==> src/rtl/sdram_arb_pkg.sv <==
// Shared types for the SDRAM port arbiter.
//   arb_state_t : arbiter FSM encoding
//   MAX_PORTS   : largest supported requester count
package sdram_arb_pkg;

    localparam int MAX_PORTS = 4;

    typedef enum logic [1:0] {
        ARB_IDLE  = 2'd0,
        ARB_BUSY  = 2'd1,
        ARB_DRAIN = 2'd2
    } arb_state_t;

endpackage

==> src/rtl/sdram_port_arbiter_rr_pick.sv <==
// Round-robin picker (purely combinational).
//   req   : per-port request bits
//   last  : port that had the most recent turn
//   found : at least one request present
//   idx   : first requesting port searching last+1, last+2, ... (mod N)
module rr_pick
    import sdram_arb_pkg::*;
#(
    parameter int N  = 2,
    parameter int IW = (N > 1) ? $clog2(N) : 1
) (
    input  logic [N-1:0]  req,
    input  logic [IW-1:0] last,
    output logic          found,
    output logic [IW-1:0] idx
);

    // Walk the ring from farthest to nearest so the nearest hit wins.
    always_comb begin
        logic [IW-1:0] k;
        found = 1'b0;
        idx   = '0;
        k     = '0;
        for (int i = N; i >= 1; i--) begin
            k = IW'((int'(last) + i) % N);
            if (req[k]) begin
                found = 1'b1;
                idx   = k;
            end
        end
    end

endmodule

==> src/rtl/sdram_port_arbiter.sv <==
// Shares the single sdram_ctrl internal port among NUM_PORTS requesters with
// round-robin arbitration. A grant is held across the whole access (bursts
// included) and released once the requester drops acc and the controller
// reports idle again.
//
// Ports
//   sdram_clk, sdram_rst           : clock, synchronous active-high reset
//   port_acc_i/we_i/adr_i/dat_i/sel_i : packed per-port requests (port k at [k*W +: W])
//   port_ack_o                     : per-port ack, only the granted bit can be set
//   port_dat_o/adr_o               : read data / address, broadcast from sdram_ctrl
//   sc_*                           : sdram_ctrl internal port
//   grant_o, busy_o                : status
//
// state     | meaning
// ----------+-----------------------------------------------------------
// ARB_IDLE  | no grant active; pick next requester when controller idle
// ARB_BUSY  | granted port passed straight through to sdram_ctrl
// ARB_DRAIN | requester released; wait for controller to go idle
module sdram_port_arbiter
    import sdram_arb_pkg::*;
#(
    parameter  int NUM_PORTS = 2,
    parameter  int ADR_WIDTH = 32,
    parameter  int DAT_WIDTH = 16,
    localparam int SEL_WIDTH = DAT_WIDTH / 8,
    localparam int GW        = (NUM_PORTS > 1) ? $clog2(NUM_PORTS) : 1
) (
    input  logic                           sdram_clk,
    input  logic                           sdram_rst,
    input  logic [NUM_PORTS-1:0]           port_acc_i,
    input  logic [NUM_PORTS-1:0]           port_we_i,
    input  logic [NUM_PORTS*ADR_WIDTH-1:0] port_adr_i,
    input  logic [NUM_PORTS*DAT_WIDTH-1:0] port_dat_i,
    input  logic [NUM_PORTS*SEL_WIDTH-1:0] port_sel_i,
    output logic [NUM_PORTS-1:0]           port_ack_o,
    output logic [DAT_WIDTH-1:0]           port_dat_o,
    output logic [ADR_WIDTH-1:0]           port_adr_o,
    input  logic                           sc_idle_i,
    output logic                           sc_acc_o,
    output logic                           sc_we_o,
    output logic [ADR_WIDTH-1:0]           sc_adr_o,
    output logic [DAT_WIDTH-1:0]           sc_dat_o,
    output logic [SEL_WIDTH-1:0]           sc_sel_o,
    input  logic                           sc_ack_i,
    input  logic [DAT_WIDTH-1:0]           sc_dat_i,
    input  logic [ADR_WIDTH-1:0]           sc_adr_i,
    output logic [GW-1:0]                  grant_o,
    output logic                           busy_o
);

    if (NUM_PORTS < 2 || NUM_PORTS > MAX_PORTS) begin : g_bad_num_ports
        $error("sdram_port_arbiter: NUM_PORTS must be 2..%0d", MAX_PORTS);
    end

    arb_state_t    state_q, state_d;
    logic [GW-1:0] grant_q, grant_d;
    logic [GW-1:0] last_q,  last_d;
    logic          pick_found;
    logic [GW-1:0] pick_idx;

    rr_pick #(.N(NUM_PORTS), .IW(GW)) u_rr_pick (
        .req   (port_acc_i),
        .last  (last_q),
        .found (pick_found),
        .idx   (pick_idx)
    );

    always_comb begin
        state_d = state_q;
        grant_d = grant_q;
        last_d  = last_q;
        case (state_q)
            ARB_IDLE: begin
                if (sc_idle_i && pick_found) begin
                    grant_d = pick_idx;
                    state_d = ARB_BUSY;
                end
            end
            ARB_BUSY: begin
                // Dropping acc ends the turn even if no access was issued.
                if (!port_acc_i[grant_q]) begin
                    last_d  = grant_q;
                    state_d = ARB_DRAIN;
                end
            end
            ARB_DRAIN: begin
                if (sc_idle_i) state_d = ARB_IDLE;
            end
            default: state_d = ARB_IDLE;
        endcase
    end

    always_ff @(posedge sdram_clk) begin
        if (sdram_rst) begin
            state_q <= ARB_IDLE;
            grant_q <= '0;
            last_q  <= GW'(NUM_PORTS - 1);
        end else begin
            state_q <= state_d;
            grant_q <= grant_d;
            last_q  <= last_d;
        end
    end

    // Request fields always follow the granted port so they stay stable
    // outside BUSY; only acc and ack are gated by the state.
    always_comb begin
        port_ack_o = '0;
        sc_acc_o   = (state_q == ARB_BUSY) && port_acc_i[grant_q];
        if (state_q == ARB_BUSY) port_ack_o[grant_q] = sc_ack_i;
        sc_we_o  = port_we_i[grant_q];
        sc_adr_o = port_adr_i[int'(grant_q) * ADR_WIDTH +: ADR_WIDTH];
        sc_dat_o = port_dat_i[int'(grant_q) * DAT_WIDTH +: DAT_WIDTH];
        sc_sel_o = port_sel_i[int'(grant_q) * SEL_WIDTH +: SEL_WIDTH];
    end

    assign port_dat_o = sc_dat_i;
    assign port_adr_o = sc_adr_i;
    assign grant_o    = grant_q;
    assign busy_o     = (state_q != ARB_IDLE);

endmodule

==> config.mk <==
export PLATFORM = sky130hd
export DESIGN_NAME = sdram_port_arbiter
export DESIGN_NICKNAME = d
export VERILOG_FILES = /design/src/rtl/sdram_arb_pkg.sv /design/src/rtl/sdram_port_arbiter_rr_pick.sv /design/src/rtl/sdram_port_arbiter.sv
export SDC_FILE = /design/constraint.sdc
export NUM_CORES = 1
export LEC_CHECK = 0
export ABC_AREA = 1
export BUFFER_PORTS_ARGS = -buffer_cell sky130_fd_sc_hd__buf_4
export CAP_MARGIN = 30
export CORE_AREA = 5 5 98 100
export DETAILED_ROUTE_END_ITERATION = 16
export DIE_AREA = 0 0 103 105
export RECOVER_POWER = 25
export SLEW_MARGIN = 20
export SYNTH_ARGS = -nofsm -noshare
export SYNTH_HDL_FRONTEND = slang
export SYNTH_SLANG_ARGS = --single-unit
export TNS_END_PERCENT = 30
==> constraint.sdc <==
create_clock -name sdram_clk -period 1.4 [get_ports sdram_clk]
set_input_delay 0.14 -clock sdram_clk [delete_from_list [all_inputs] [get_ports sdram_clk]]
set_output_delay 0.14 -clock sdram_clk [all_outputs]
set_load 0.02 [all_outputs]
# Word-level counts from Yosys, hierarchy flattened
# Cells that the tools add are included.
dict set report word_totals {
  register_bits 4
  wordCells 46
}
dict set report classes {
  eq_ne 5
  addsub 2
  mux 19
  shifts 3
  magnitude_cmp 4
  bitwise 2
  reduce_logical 8
}
# cell n
set ops {}
lappend ops {{$shiftx A64 B7 Y32} 1}
lappend ops {{$shiftx A32 B6 Y16} 1}
lappend ops {{$mux W1} 13}
lappend ops {{$mux W2} 4}
lappend ops {{$lt A1 B2 Y1 const B} 3}
lappend ops {{$ne A2 B2 Y1 const B} 3}
lappend ops {{$pmux W2 S3} 1}
lappend ops {{$reduce_and A2 Y1} 2}
lappend ops {{$shiftx A4 B3 Y2} 1}
lappend ops {{$logic_and A1 B1 Y1} 3}
lappend ops {{$reduce_and A3 Y1} 1}
lappend ops {{$add A1 B1 Y1 const B} 2}
lappend ops {{$and A2 B2 Y2} 1}
lappend ops {{$eq A2 B1 Y1 const B} 1}
lappend ops {{$eq A2 B2 Y1 const B} 1}
lappend ops {{$logic_not A2 Y1} 1}
lappend ops {{$reduce_bool A2 Y1} 1}
lappend ops {{$demux W1 S1} 1}
lappend ops {{$ge A1 B1 Y1 const B} 1}
lappend ops {{$not A1 Y1} 1}

# Logic depth before layout (Yosys ltp)
dict set report depth {
  word_depth 8
  ltp_mapped 7
  depth_no_buf 6
}

# Modules after synthesis
# Synthesis repeated with hierarchy kept, for this count alone.
dict set report hier_totals {
  hier_cells 249
  area_unflattened_um2 1242.4
}
# module area_per_inst_um2 cells_per_inst n_inst seq_area_each_um2
set by_module_without_submodules {}
lappend by_module_without_submodules {sdram_port_arbiter 1227.4 246 1 80.1}
lappend by_module_without_submodules {rr_pick 15.0 3 1 0.0}

# Least setup slack after synthesis
# OpenSTA, ideal clock, no wires.
dict set report synth_timing {
  path_kind {register to output}
  start {reg grant_q (netlist: grant_o)}
  end {out port_ack_o[1]}
  arrival_ps 1160
  t_required_ps 1260
  stages_incl_launch_ff 4
  path_slack_ps 100
  path_buffers 1
  path_cell_list {dfxtp_1 buf_6 inv_6 nor3_1}
}
dict set report synth_between {
  elab_chain_len 6
  elab_cells_between_ends 7
  classes_between {order compare (2); mux (3); bitwise (1); reduce/logical (1)}
}
# element line_no
set synth_lines {}
lappend synth_lines {{start, declared} sdram_port_arbiter.sv:56} ;# logic [GW-1:0] grant_q, grant_d;
lappend synth_lines {{start signal, assigned} sdram_port_arbiter.sv:100} ;# grant_q <= grant_d;
lappend synth_lines {{$lt A1 B2 Y1 (not written as such) or $ge A1 B1 Y1 (tied branches)} sdram_port_arbiter.sv:110} ;# if (state_q == ARB_BUSY) port_ack_o[grant_q] = sc_ack_i;
lappend synth_lines {{$logic_and A1 B1 Y1 (not written as such)} sdram_port_arbiter.sv:110}
lappend synth_lines {{$mux W1 (not written as such)} sdram_port_arbiter.sv:110}
lappend synth_lines {{$demux W1 S1 *} sdram_port_arbiter.sv:110}
lappend synth_lines {{$and A2 B2 Y2 (no source line) *} n/a}
lappend synth_lines {{$mux W2 *} sdram_port_arbiter.sv:110}
lappend synth_lines {{end, declared} sdram_port_arbiter.sv:35} ;# output logic [NUM_PORTS-1:0] port_ack_o,
# Every way passes the cells marked *; elsewhere a longest branch is shown, timed or not.

# Final worst setup path
dict set report layout_timing {
  start {reg grant_q (netlist: grant_o)}
  end {out sc_acc_o}
}
dict set report layout_between {
  elab_chain_len 3
}
# element line_no
set layout_lines {}
lappend layout_lines {{$mux W1 (not written as such) (2 in series)} sdram_port_arbiter.sv:109} ;# sc_acc_o = (state_q == ARB_BUSY) && port_acc_i[grant_q];
lappend layout_lines {{$logic_and A1 B1 Y1} sdram_port_arbiter.sv:109}
lappend layout_lines {{end, declared} sdram_port_arbiter.sv:39} ;# output logic sc_acc_o,
# No other way between the ends. The select of a mux whose other input is x is not followed.

==> impl_metrics.tcl <==
set metrics [dict create \
    outcome "completed" \
    slowest_delay_ns 0.40 \
    async_flop_share_pct 0 \
    clock_sinks 4 \
    met3_usage_pct 1.33 \
    ys_seq_elements 4 \
    setup_violations 0 \
    io_buffer_count 163 \
    initial_core_util_pct 14.4 \
    clk_latency_ns 0.21 \
    placed_area_um2 2180 \
    r2r_cells 6 \
    critPathRequiredTime_ns 1.26 \
    power.density_nw_per_um2 626 \
    fin_nets 519 \
    first_pass_iters 4 \
    finalClockSkew_ns 0.000107 \
    grt_pass1_vias 1590 \
    place_congestion 0.824 \
    worst_pin_slew_ns 0.299 \
    yosysUniqueCellTypes 12 \
    dieArea_um2 10800 \
    critPathSlowestCell "dfxtp_2" \
    period_share_pct 97.7 \
    diodes 0 \
    grt_pass1_wl_mm 7.27 \
    hold_viol 0 \
    ys_seq_area_share_pct 6.45 \
    dieWidth_um 103 \
    design_area_um2 2240 \
    die_h_um 105 \
    via_per_inst 3.76 \
    syn_avg_cell_area_um2 4.93 \
    rrSetupSlack_ns 0.33 \
    path_clk_slew_ns 0.03 \
    drtAntennaViolNets 0 \
    relSlewSlack_pct 80.1 \
    cts.path.max_buffers 2 \
    rsz0062_at_grt "yes" \
    cts_setup_buffers 0 \
    synth.area.top_cells "nand2_1 (49%), buf_4 (31%), dfxtp_1 (6.5%), inv_1 (3.0%), buf_2 (2.4%)" \
    yosysTopAreaCell "nand2_1" \
    antenna_found_initial 0 \
    area_growth_pct 80.6 \
    crit_path_cell_trace "buf_8, nand2_1, nand3_1, inv_1, buf_4" \
    multiInputGateArea_um2 686 \
    critPathCaptureType "output pin" \
    cp-start-kind "register" \
    worstHoldPathType "primary input to register" \
    netlist.area_leader.share_pct 49.0 \
    route.detailed.drc 0 \
    grt_overflow 0 \
    cts_inserted_buffers 3 \
    synth_area_um2 1240 \
    r2r-end "last_q" \
    cts_tree "yes" \
    synth.most_common_cell "nand2_1" \
    grt_use_met2_pct 15.1 \
    synthesis.nets 408 \
    drive_above_1_share_pct 47.6 \
    grt_usage_pct 8.09 \
    fillCellCount 947 \
    drv_cap 0 \
    core_area_um2 8590 \
    pin_count 260 \
    yosysWarnings 0 \
    whs_path_depth 2 \
    hpwl_mm 4.34 \
    wl_per_cell_um 11.2 \
    leakagePower_nw 1.41 \
    drt-total-wl_mm 5.25 \
    clock.fmax_mhz 731 \
    cts-root-buf "clkbuf_8" \
    critPathMaxFanout 24 \
    vias 1764 \
    netlist_instances 252 \
    regArea_um2 81.3 \
    min_from "sdram_rst" \
    r2r_start "grant_o" \
    min_to "state_q[0]" \
    fin_crit_ns 1.37 \
    crit_type "register to output pin" \
    synth_common_cells "nand2_1 (162), buf_4 (52), inv_1 (10)" \
    fp-row-count 34 \
    p_total_w 0.00140 \
    grt_util_met1_pct 8.94 \
    arrival_ns 1.23 \
    busiest_layer "met2" \
    synth_edf_count 0 \
    drt_iter0_drc 33 \
    htreeDepth 1 \
    grt_max_degree 55 \
    slew_viol_final 0 \
    ir_drop_uv 525 \
    synth_ff_type "dfxtp_1" \
]
==> what timing repair did <==
item,4_1_cts,5_1_grt
hold buffers,0,0
gates resized for setup,1,4
endpoints found under the setup margin,2,36
==> area by class of cell <==
type / instances / area share, %
inverter: 11 / 2.18
tap: 108 / 6.03
sequential: 4 / 3.63
multi-input combinational: 178 / 30.6
clock buffer: 3 / 1.84
timing repair buffer: 165 / 55.7
==> worst max path at each step <==
stage / startpoint / to / cells after the start
3_5_place_dp: grant_o / sc_acc_o / 5
3_3_place_gp: grant_o / sc_acc_o / 5
5_1_grt: grant_o / sc_acc_o / 5
6_report: grant_o / sc_acc_o / 5
2_1_floorplan: grant_o / port_ack_o[1] / 3
4_1_cts: grant_o / sc_acc_o / 5
==> layer usage <==
metal	routed length (um)	share of wire (%)
met5	0	0
met4	142	2.7
met3	493	9.4
met2	2740	52
met1	1870	36
==> worst max-delay path, delay by kind of cell, from the launching register on <==
kind / cells / cell delay, ns
DFF: 1 / 0.40
and+or+nand+nor: 2 / 0.21
buffers and inverters: 3 / 0.41
==> sequential cells by signal, indices dropped and copies added, names as in the netlist <==
register,cells
grant_o,1
last_q,1
state_q,2
==> metrics by stage <==
stage          setup TNS [ns]  hold WS (ns)  utilization (%)  worst slack (ns)  cells
3_5_place_dp                0         0.280             25.4             0.200    466
6_report                    0         0.108             26.1            0.0319    469
5_1_grt                -0.155         0.112             26.1           -0.0487    469
3_3_place_gp                0         0.280             25.4             0.214    466
4_1_cts               -0.0545         0.101             25.9           -0.0252    469
2_1_floorplan               0         0.209                -             0.100    252
==> logic make-up after synthesis <==
group                  synth area share, %
buffers and inverters                 38.5
and+or+nand+nor                       54.2
DFF                                   6.45
AOI/OAI and AO/OA                    0.806
==> cells in the final DEF, fill, tap and decap left out, drive strengths merged <==
master | synthesis | routed
buf | 59 | 165
nand3 | 6 | 6
clkbuf | 0 | 3
a21oi | 2 | 2
inv | 11 | 11
nand2 | 163 | 163
nor3 | 2 | 2
nor2 | 5 | 5
dfxtp | 4 | 4
==> report_power, final <==
part | internal [W] | switching [W]
logic | 0.000493 | 0.000540
clock network | 0.000183 | 0.0000539
registers | 0.000124 | 0.00000962
total | 0.000800 | 0.000603
Power figures use the tool's default switching activity.
